===== config.mk =====
export PLATFORM = sky130hd
export DESIGN_NAME = ws2812_frame_controller_flat
export DESIGN_NICKNAME = d
export VERILOG_FILES = /design/src/rtl/ws2812_frame_controller_if.sv /design/src/rtl/ws2812_frame_controller.sv /design/src/flat_wrapper.sv
export SDC_FILE = /design/constraint.sdc
export NUM_CORES = 1
export LEC_CHECK = 0
export ABC_AREA = 0
export ABC_CLOCK_PERIOD_IN_PS = 7900
export BUFFER_PORTS_ARGS = -buffer_cell sky130_fd_sc_hd__buf_4
export CAP_MARGIN = 20
export CORE_MARGIN = 2
export CORE_UTILIZATION = 25
export DETAILED_ROUTE_END_ITERATION = 12
export SYNTH_ARGS = -nofsm -noshare
export SYNTH_HDL_FRONTEND = slang
export SYNTH_SLANG_ARGS = --single-unit
export TNS_END_PERCENT = 50

===== constraint.sdc =====
create_clock -name clk -period 7.9 [get_ports clk]
set_clock_uncertainty 0.15 [all_clocks]
set_input_delay 1.58 -clock clk [delete_from_list [all_inputs] [get_ports clk]]
set_output_delay 1.58 -clock clk [all_outputs]
set_load 0.05 [all_outputs]

===== src/rtl/ws2812_frame_controller_if.sv =====
// Pixel stream (valid/ready) and bit-generator links of the WS2812 frame controller.
// master = controller side, slave = pixel source / bit generator side.
interface ws2812_frame_controller_if;
  logic [23:0] pix_data;
  logic        pix_valid;
  logic        pix_ready;
  logic [1:0]  gen_mode;
  logic        do_gen;
  logic        gen_done;

  modport master (
    input  pix_data, pix_valid, gen_done,
    output pix_ready, gen_mode, do_gen
  );

  modport slave (
    output pix_data, pix_valid, gen_done,
    input  pix_ready, gen_mode, do_gen
  );
endinterface


===== src/rtl/ws2812_frame_controller.sv =====
// ws2812_frame_controller: sequences one WS2812B frame. Pulls GRB pixels over
// valid/ready, serialises them MSB-first into the bit generator, then holds
// the line low for RESET_CYCLES and pulses frame_done.
// Optional feature: define WS2812_UNDERRUN_FLAG_EN to add the underrun pulse
// and the saturating underrun_cnt outputs.
module ws2812_frame_controller #(
  parameter int unsigned LED_CNT_W    = 10,
  parameter int unsigned RESET_CYCLES = 6000,
  parameter int unsigned BITS_PER_LED = 24
) (
  input  logic                      clk,
  input  logic                      reset,
  input  logic                      start,
  input  logic [LED_CNT_W-1:0]      num_leds,
  ws2812_frame_controller_if.master pixGen,
  output logic                      busy,
  output logic                      frame_done
`ifdef WS2812_UNDERRUN_FLAG_EN
  ,
  output logic                      underrun,
  output logic [15:0]               underrun_cnt
`endif
);

  localparam int unsigned BIT_CNT_W   = $clog2(BITS_PER_LED);
  localparam int unsigned LATCH_CNT_W = $clog2(RESET_CYCLES);
  localparam int unsigned LED_EXT_W   = LED_CNT_W + 1;
  localparam logic [1:0]  MODE_RET    = 2'b00;
  localparam logic [1:0]  MODE_NONE   = 2'b01;

  typedef enum logic [2:0] {IDLE, FETCH, SEND, LATCH, DONE} stateT;

  stateT                   state, stateNext;
  logic [BITS_PER_LED-1:0] shiftReg, shiftNext;
  logic [BITS_PER_LED-1:0] holdReg, holdNext;
  logic                    holdFull, holdFullNext;
  logic [BIT_CNT_W-1:0]    bitCnt, bitCntNext;
  logic [LED_CNT_W-1:0]    ledCnt, ledCntNext;
  logic [LED_CNT_W-1:0]    numLeds, numLedsNext;
  logic [LATCH_CNT_W-1:0]  latchCnt, latchCntNext;

  logic                    pixReadyQ, pixReadyNext;
  logic [1:0]              genModeQ, genModeNext;
  logic                    doGenQ, doGenNext;
  logic                    busyQ, busyNext;
  logic                    frameDoneQ, frameDoneNext;

  logic                    pixAccept;
  logic                    lastBit;
  logic                    lastLed;
  logic                    morePix;

  // State, datapath and registered outputs.
  always_ff @(posedge clk) begin
    if (reset) begin
      state      <= IDLE;
      shiftReg   <= '0;
      holdReg    <= '0;
      holdFull   <= 1'b0;
      bitCnt     <= '0;
      ledCnt     <= '0;
      numLeds    <= '0;
      latchCnt   <= '0;
      pixReadyQ  <= 1'b0;
      genModeQ   <= MODE_NONE;
      doGenQ     <= 1'b0;
      busyQ      <= 1'b0;
      frameDoneQ <= 1'b0;
    end else begin
      state      <= stateNext;
      shiftReg   <= shiftNext;
      holdReg    <= holdNext;
      holdFull   <= holdFullNext;
      bitCnt     <= bitCntNext;
      ledCnt     <= ledCntNext;
      numLeds    <= numLedsNext;
      latchCnt   <= latchCntNext;
      pixReadyQ  <= pixReadyNext;
      genModeQ   <= genModeNext;
      doGenQ     <= doGenNext;
      busyQ      <= busyNext;
      frameDoneQ <= frameDoneNext;
    end
  end

  // Next state, datapath updates and next-cycle output decode.
  always_comb begin
    stateNext     = state;
    shiftNext     = shiftReg;
    holdNext      = holdReg;
    holdFullNext  = holdFull;
    bitCntNext    = bitCnt;
    ledCntNext    = ledCnt;
    numLedsNext   = numLeds;
    latchCntNext  = latchCnt;

    pixAccept = pixReadyQ && pixGen.pix_valid;
    lastBit   = (bitCnt == BIT_CNT_W'(BITS_PER_LED - 1));
    lastLed   = ((ledCnt + LED_CNT_W'(1)) == numLeds);

    case (state)
      IDLE: begin
        if (start) begin
          numLedsNext  = num_leds;
          ledCntNext   = '0;
          bitCntNext   = '0;
          holdFullNext = 1'b0;
          latchCntNext = '0;
          stateNext    = (num_leds == '0) ? LATCH : FETCH;
        end
      end
      FETCH: begin
        if (pixAccept) begin
          shiftNext  = BITS_PER_LED'(pixGen.pix_data);
          bitCntNext = '0;
          stateNext  = SEND;
        end
      end
      SEND: begin
        if (pixAccept) begin
          holdNext     = BITS_PER_LED'(pixGen.pix_data);
          holdFullNext = 1'b1;
        end
        if (pixGen.gen_done) begin
          if (lastBit) begin
            ledCntNext = ledCnt + LED_CNT_W'(1);
            bitCntNext = '0;
            if (lastLed) begin
              latchCntNext = '0;
              stateNext    = LATCH;
            end else if (holdFull) begin
              shiftNext    = holdReg;
              holdFullNext = 1'b0;
            end else if (pixAccept) begin
              // pixel arrived on the LED boundary: straight into the shifter
              shiftNext    = BITS_PER_LED'(pixGen.pix_data);
              holdFullNext = 1'b0;
            end else begin
              stateNext = FETCH;
            end
          end else begin
            shiftNext  = shiftReg << 1;
            bitCntNext = bitCnt + BIT_CNT_W'(1);
          end
        end
      end
      LATCH: begin
        if (latchCnt == LATCH_CNT_W'(RESET_CYCLES - 1)) begin
          latchCntNext = '0;
          stateNext    = DONE;
        end else begin
          latchCntNext = latchCnt + LATCH_CNT_W'(1);
        end
      end
      DONE: begin
        stateNext = IDLE;
      end
      default: begin
        stateNext = IDLE;
      end
    endcase

    morePix = ((LED_EXT_W'(ledCntNext) + LED_EXT_W'(1)) < LED_EXT_W'(numLedsNext));

    pixReadyNext  = (stateNext == FETCH) ||
                    ((stateNext == SEND) && !holdFullNext && morePix);
    doGenNext     = (stateNext == SEND);
    genModeNext   = (stateNext == SEND)  ? {1'b1, shiftNext[BITS_PER_LED-1]} :
                    (stateNext == LATCH) ? MODE_RET : MODE_NONE;
    busyNext      = (stateNext != IDLE);
    frameDoneNext = (stateNext == DONE);
  end

  assign pixGen.pix_ready = pixReadyQ;
  assign pixGen.gen_mode  = genModeQ;
  assign pixGen.do_gen    = doGenQ;
  assign busy             = busyQ;
  assign frame_done       = frameDoneQ;

`ifdef WS2812_UNDERRUN_FLAG_EN
  logic        underrunEvt;
  logic        underrunQ;
  logic [15:0] underrunCntQ;

  assign underrunEvt = (state == SEND) && (stateNext == FETCH);

  // Underrun pulse and saturating event counter; only reset clears the count.
  always_ff @(posedge clk) begin
    if (reset) begin
      underrunQ    <= 1'b0;
      underrunCntQ <= '0;
    end else begin
      underrunQ <= underrunEvt;
      if (underrunEvt && (underrunCntQ != 16'hFFFF)) begin
        underrunCntQ <= underrunCntQ + 16'd1;
      end
    end
  end

  assign underrun     = underrunQ;
  assign underrun_cnt = underrunCntQ;
`endif

endmodule


===== src/flat_wrapper.sv =====
// flat-port wrapper written by rule: the top's interface ports become plain ports
module ws2812_frame_controller_flat 
#(
  parameter int unsigned LED_CNT_W    = 10,
  parameter int unsigned RESET_CYCLES = 6000,
  parameter int unsigned BITS_PER_LED = 24
)
  (clk, reset, start, num_leds, busy, frame_done, pixGen_pix_data, pixGen_pix_valid, pixGen_gen_done, pixGen_pix_ready, pixGen_gen_mode, pixGen_do_gen);
  ws2812_frame_controller_if pixGen_i ();
  input  logic clk;
  input  logic reset;
  input  logic start;
  input  logic [LED_CNT_W-1:0] num_leds;
  output logic busy;
  output logic frame_done;
  input wire logic [$bits(pixGen_i.pix_data)-1:0] pixGen_pix_data;
  input wire logic [$bits(pixGen_i.pix_valid)-1:0] pixGen_pix_valid;
  input wire logic [$bits(pixGen_i.gen_done)-1:0] pixGen_gen_done;
  output wire logic [$bits(pixGen_i.pix_ready)-1:0] pixGen_pix_ready;
  output wire logic [$bits(pixGen_i.gen_mode)-1:0] pixGen_gen_mode;
  output wire logic [$bits(pixGen_i.do_gen)-1:0] pixGen_do_gen;
  assign pixGen_i.pix_data = pixGen_pix_data;
  assign pixGen_i.pix_valid = pixGen_pix_valid;
  assign pixGen_i.gen_done = pixGen_gen_done;
  assign pixGen_pix_ready = pixGen_i.pix_ready;
  assign pixGen_gen_mode = pixGen_i.gen_mode;
  assign pixGen_do_gen = pixGen_i.do_gen;
  ws2812_frame_controller #(.LED_CNT_W(LED_CNT_W), .RESET_CYCLES(RESET_CYCLES), .BITS_PER_LED(BITS_PER_LED)) u_core (.clk(clk), .reset(reset), .start(start), .num_leds(num_leds), .pixGen(pixGen_i), .busy(busy), .frame_done(frame_done));
endmodule

==> flow_summary_export.csv <==
group,metric,value,unit
status,status,"finished, final reports clean",
critical_path,critPathKind,"in2reg",
cells_and_area,area.sequential,0.00190,mm^2
clocking,numCtsBuffers,9,
logic_synthesis,yosysWarnings,0,
logic_synthesis,synth-edff-count,0,
critical_path,worstSetupStartpointType,"input port",
clocking,clock-root-buffer,"clkbuf_16",
floorplanning,io_pins,45,
critical_path,crit_required,8.03,ns
floorplanning,die_area,0.0232,mm^2
sta,setup_tns,0,ns
sta,drv_slew,0,
drt,drt-vias-per-instance,4.92,
logic_synthesis,yosysUniqueCellTypes,59,
placement,place_ws,2.66,ns
global_routing,antenna_found_initial,0,
clocking,cts_max_level,3,
sta,final.min_clock_period,4.93,ns
run,drv_cap,0,
pwr,total_power,1.14,mW
clocking,clk_path_buf_depth,2,
floorplanning,dieWidth,152,um
global_routing,grt_pass1_wl,23900,um
logic_synthesis,synthFlopType,"dfxtp_1",
drt,post_drt_wl_per_cell,14.0,um
sta,finalCritPeriodShare,0.624,
pwr,p_leak,2.35,nW
floorplanning,rows,54,
global_routing,grt_pass1_vias,4586,
logic_synthesis,synthArstFlopShare,0,
sta,rsz0062_at_grt,"false",
floorplanning,core_area,0.0217,mm^2
clocking,path_clk_slew,0.07,ns
drt,firstDrtPassIters,4,
cells_and_area,diodes,0,
logic_synthesis,synth_area_per_cell,7.39,um^2
logic_synthesis,syn-instance-count,743,
placement,place_area,0.00604,mm^2
critical_path,worst_ep_arrival_time,5.06,ns
clocking,clock_latency,0.35,ns
logic_synthesis,yosys_register_bits,95,
sta,final_hold_viol_count,0,
cells_and_area,finalInstanceArea,0.00637,mm^2
drt,wirelength,14600,um
sta,finalSetupViolCount,0,
critical_path,cp_num_buf_inv,1,
global_routing,track_usage,0.124,
worst_hold_path,hp-class,"reg2reg",
critical_path,ff2ff_setup_slack,3.67,ns
sta,setup_ws,2.97,ns
pwr,p_per_area,179,mW/mm^2
sta,slew_headroom,0.355,
sta,worst_pin_slew,0.967,ns
drt,ant_nets,0,
global_routing,grt_max_degree,86,
critical_path,crit_path_max_incr_delay,0.52,ns
sta,fmax,203,MHz
cells_and_area,multi_input_area,0.00339,mm^2
clocking,cts_tree,"built",
cells_and_area,fin_nets,810,
placement,io_buffer_count,44,
clocking,post_cts_resized,0,
clocking,cts_sinks,95,
global_routing,overflow,0,
drt,drc,0,
critical_path,crit_path_end_kind,"flip-flop",
placement,gp_congestion,0.857,
logic_synthesis,yosysSeqAreaShare,0.346,
cells_and_area,drive_gt1_frac,0.107,
critical_path,cp_cell_sequence,"buf_4 -> nand4bb_1 -> nor2_1 -> nor2_1 -> a21oi_1 -> a21oi_1 -> nand3_1 -> nor3b_1 -> xor2_1 -> ha_1 -> nand3_1 -> nor2_1 -> a2111oi_0 -> a32o_1 -> o311ai_1 -> o21ai_1",
clocking,postCtsSetupBuffers,0,
cells_and_area,area_growth,16.1,%
floorplanning,die_y,152,um
critical_path,cp_top_family,"simple AND/OR/NAND/NOR gates",
floorplanning,start_util,0.253,
drt,drt-initial-drc-count,398,
critical_path,cpMostUsedCell,"nor2_1",
cells_and_area,final_util,0.294,
critical_path,cp_max_fo,12,
critical_path,slowest_stage,"nor2_1",
placement,post-dp-hpwl,9630,um
pwr,vdd_drop_max,0.130,mV
drt,vias,5136,
logic_synthesis,syn-cell-area,0.00549,mm^2
logic_synthesis,synth_fp_nets,795,
clocking,ctsHoldBuffers,0,
cells_and_area,nFillCells,2332,
## registers in the layout, summed over array words and instances, names as in the netlist
signal / count
u_core.pixGen.do_gen: 1
u_core.shiftReg: 24
u_core.busy: 1
u_core.ledCnt: 10
u_core.pixGen.pix_ready: 1
u_core.holdFull: 1
u_core.bitCnt: 5
u_core.holdReg: 24
u_core.frame_done: 1
u_core.pixGen.gen_mode: 1
u_core.state: 3
u_core.numLeds: 10
u_core.latchCnt: 13
## per-stage QoR
stage / hold WS (ns) / instances
floorplan: 0.287 / 743
global placement: 0.293 / 1027
detailed placement: 0.298 / 1027
CTS: 0.308 / 1043
global route: 0.319 / 1043
finish: 0.306 / 1043
## layout by cell type, fill, tap and decap left out, types with 4 or more instances in the layout
cell / synthesis / final
ha_1: 13 / 13
nand3_1: 37 / 37
or3_1: 7 / 7
and3_1: 6 / 6
buf_4: 2 / 51
nand2_1: 110 / 110
dfxtp_1: 95 / 95
xnor2_1: 11 / 11
nand3b_1: 4 / 4
and2_1: 4 / 4
o31ai_1: 5 / 5
clkbuf_16: 0 / 9
o211ai_1: 5 / 5
xor2_1: 11 / 11
o21ai_0: 54 / 54
a31oi_1: 6 / 6
nand4_1: 8 / 8
nor2_1: 95 / 94
a21oi_1: 112 / 111
mux2i_1: 33 / 33
nor3_1: 7 / 7
nor2b_1: 15 / 15
nand2b_1: 6 / 6
## metal layers
metal,global-route usage,share of wire,vias to the layer above
li1,-,-,2652
met1,0.169,0.48,2367
met2,0.195,0.46,99
met3,0.0301,0.041,18
met4,0.0392,0.019,0
met5,0,0,-
## layout make-up
type                    instances  share of cell area
multi-input cells             598               0.532
clock buffers                  11              0.0397
inverters                       3             0.00177
clock inverters                 5              0.0126
flip-flops and latches         95               0.299
repair buffers                 51              0.0601
well taps                     280              0.0550
## report_power, final
part           switching (mW)  total (mW)  internal [mW]
combinational          0.0964       0.154         0.0580
sequential             0.0124       0.503          0.491
clock                   0.191       0.485          0.294
## cells by family after synthesis
kind of cell / Yosys count / share of synthesized area
AO/OA/AOI/OAI: 207 / 0.212
adder cells (fa/ha/maj): 13 / 0.0296
multiplexers: 33 / 0.0602
buffers and inverters: 50 / 0.0378
XOR/XNOR: 22 / 0.0351
flip-flops: 95 / 0.346
AND/OR/NAND/NOR: 323 / 0.279
## worst paths after layout
path,start,endpoint,cells after the start
worst max register to register,u_core.state[1],u_core.pixGen.pix_ready,15
worst min register to register,u_core.holdReg[10],u_core.holdReg[10],2
worst max-delay path,pixGen_gen_done,u_core.pixGen.pix_ready,16
worst min-delay path,u_core.holdReg[10],u_core.holdReg[10],2
## worst register-to-register path: cells and delay by family (launching register included)
kind            cells  cell delay (ns)
simple gates        7             1.58
fa+ha+maj           2             0.54
compound gates      5             1.14
xor+xnor            1             0.14
flops               1             0.60
## Yosys cell counts, types with 3 or more instances
cell type    n  area, um^2
nor3_1       7        35.0
o22ai_1      3        18.8
or4_1        3        22.5
nand3b_1     4        30.0
nor4_1       3        18.8
nand4_1      8        50.1
or3_1        7        43.8
xnor2_1     11        96.3
buf_2        4        20.0
o31ai_1      5        37.5
nor2b_1     15        93.8
a21o_1       3        22.5
nand4b_1     3        26.3
nand2_1    110         413
a31oi_1      6        37.5
ha_1        13         163
mux2i_1     33         330
a21oi_1    112         561
nor2_1      95         357
and2_1       4        25.0
o21ai_0     54         270
inv_1        3        11.3
clkbuf_1    40         150
nand3_1     37         185
nand2b_1     6        37.5
dfxtp_1     95        1900
and3_1       6        37.5
xor2_1      11        96.3
o211ai_1     5        37.5
Note: power is estimated with default switching activity, not from simulation.
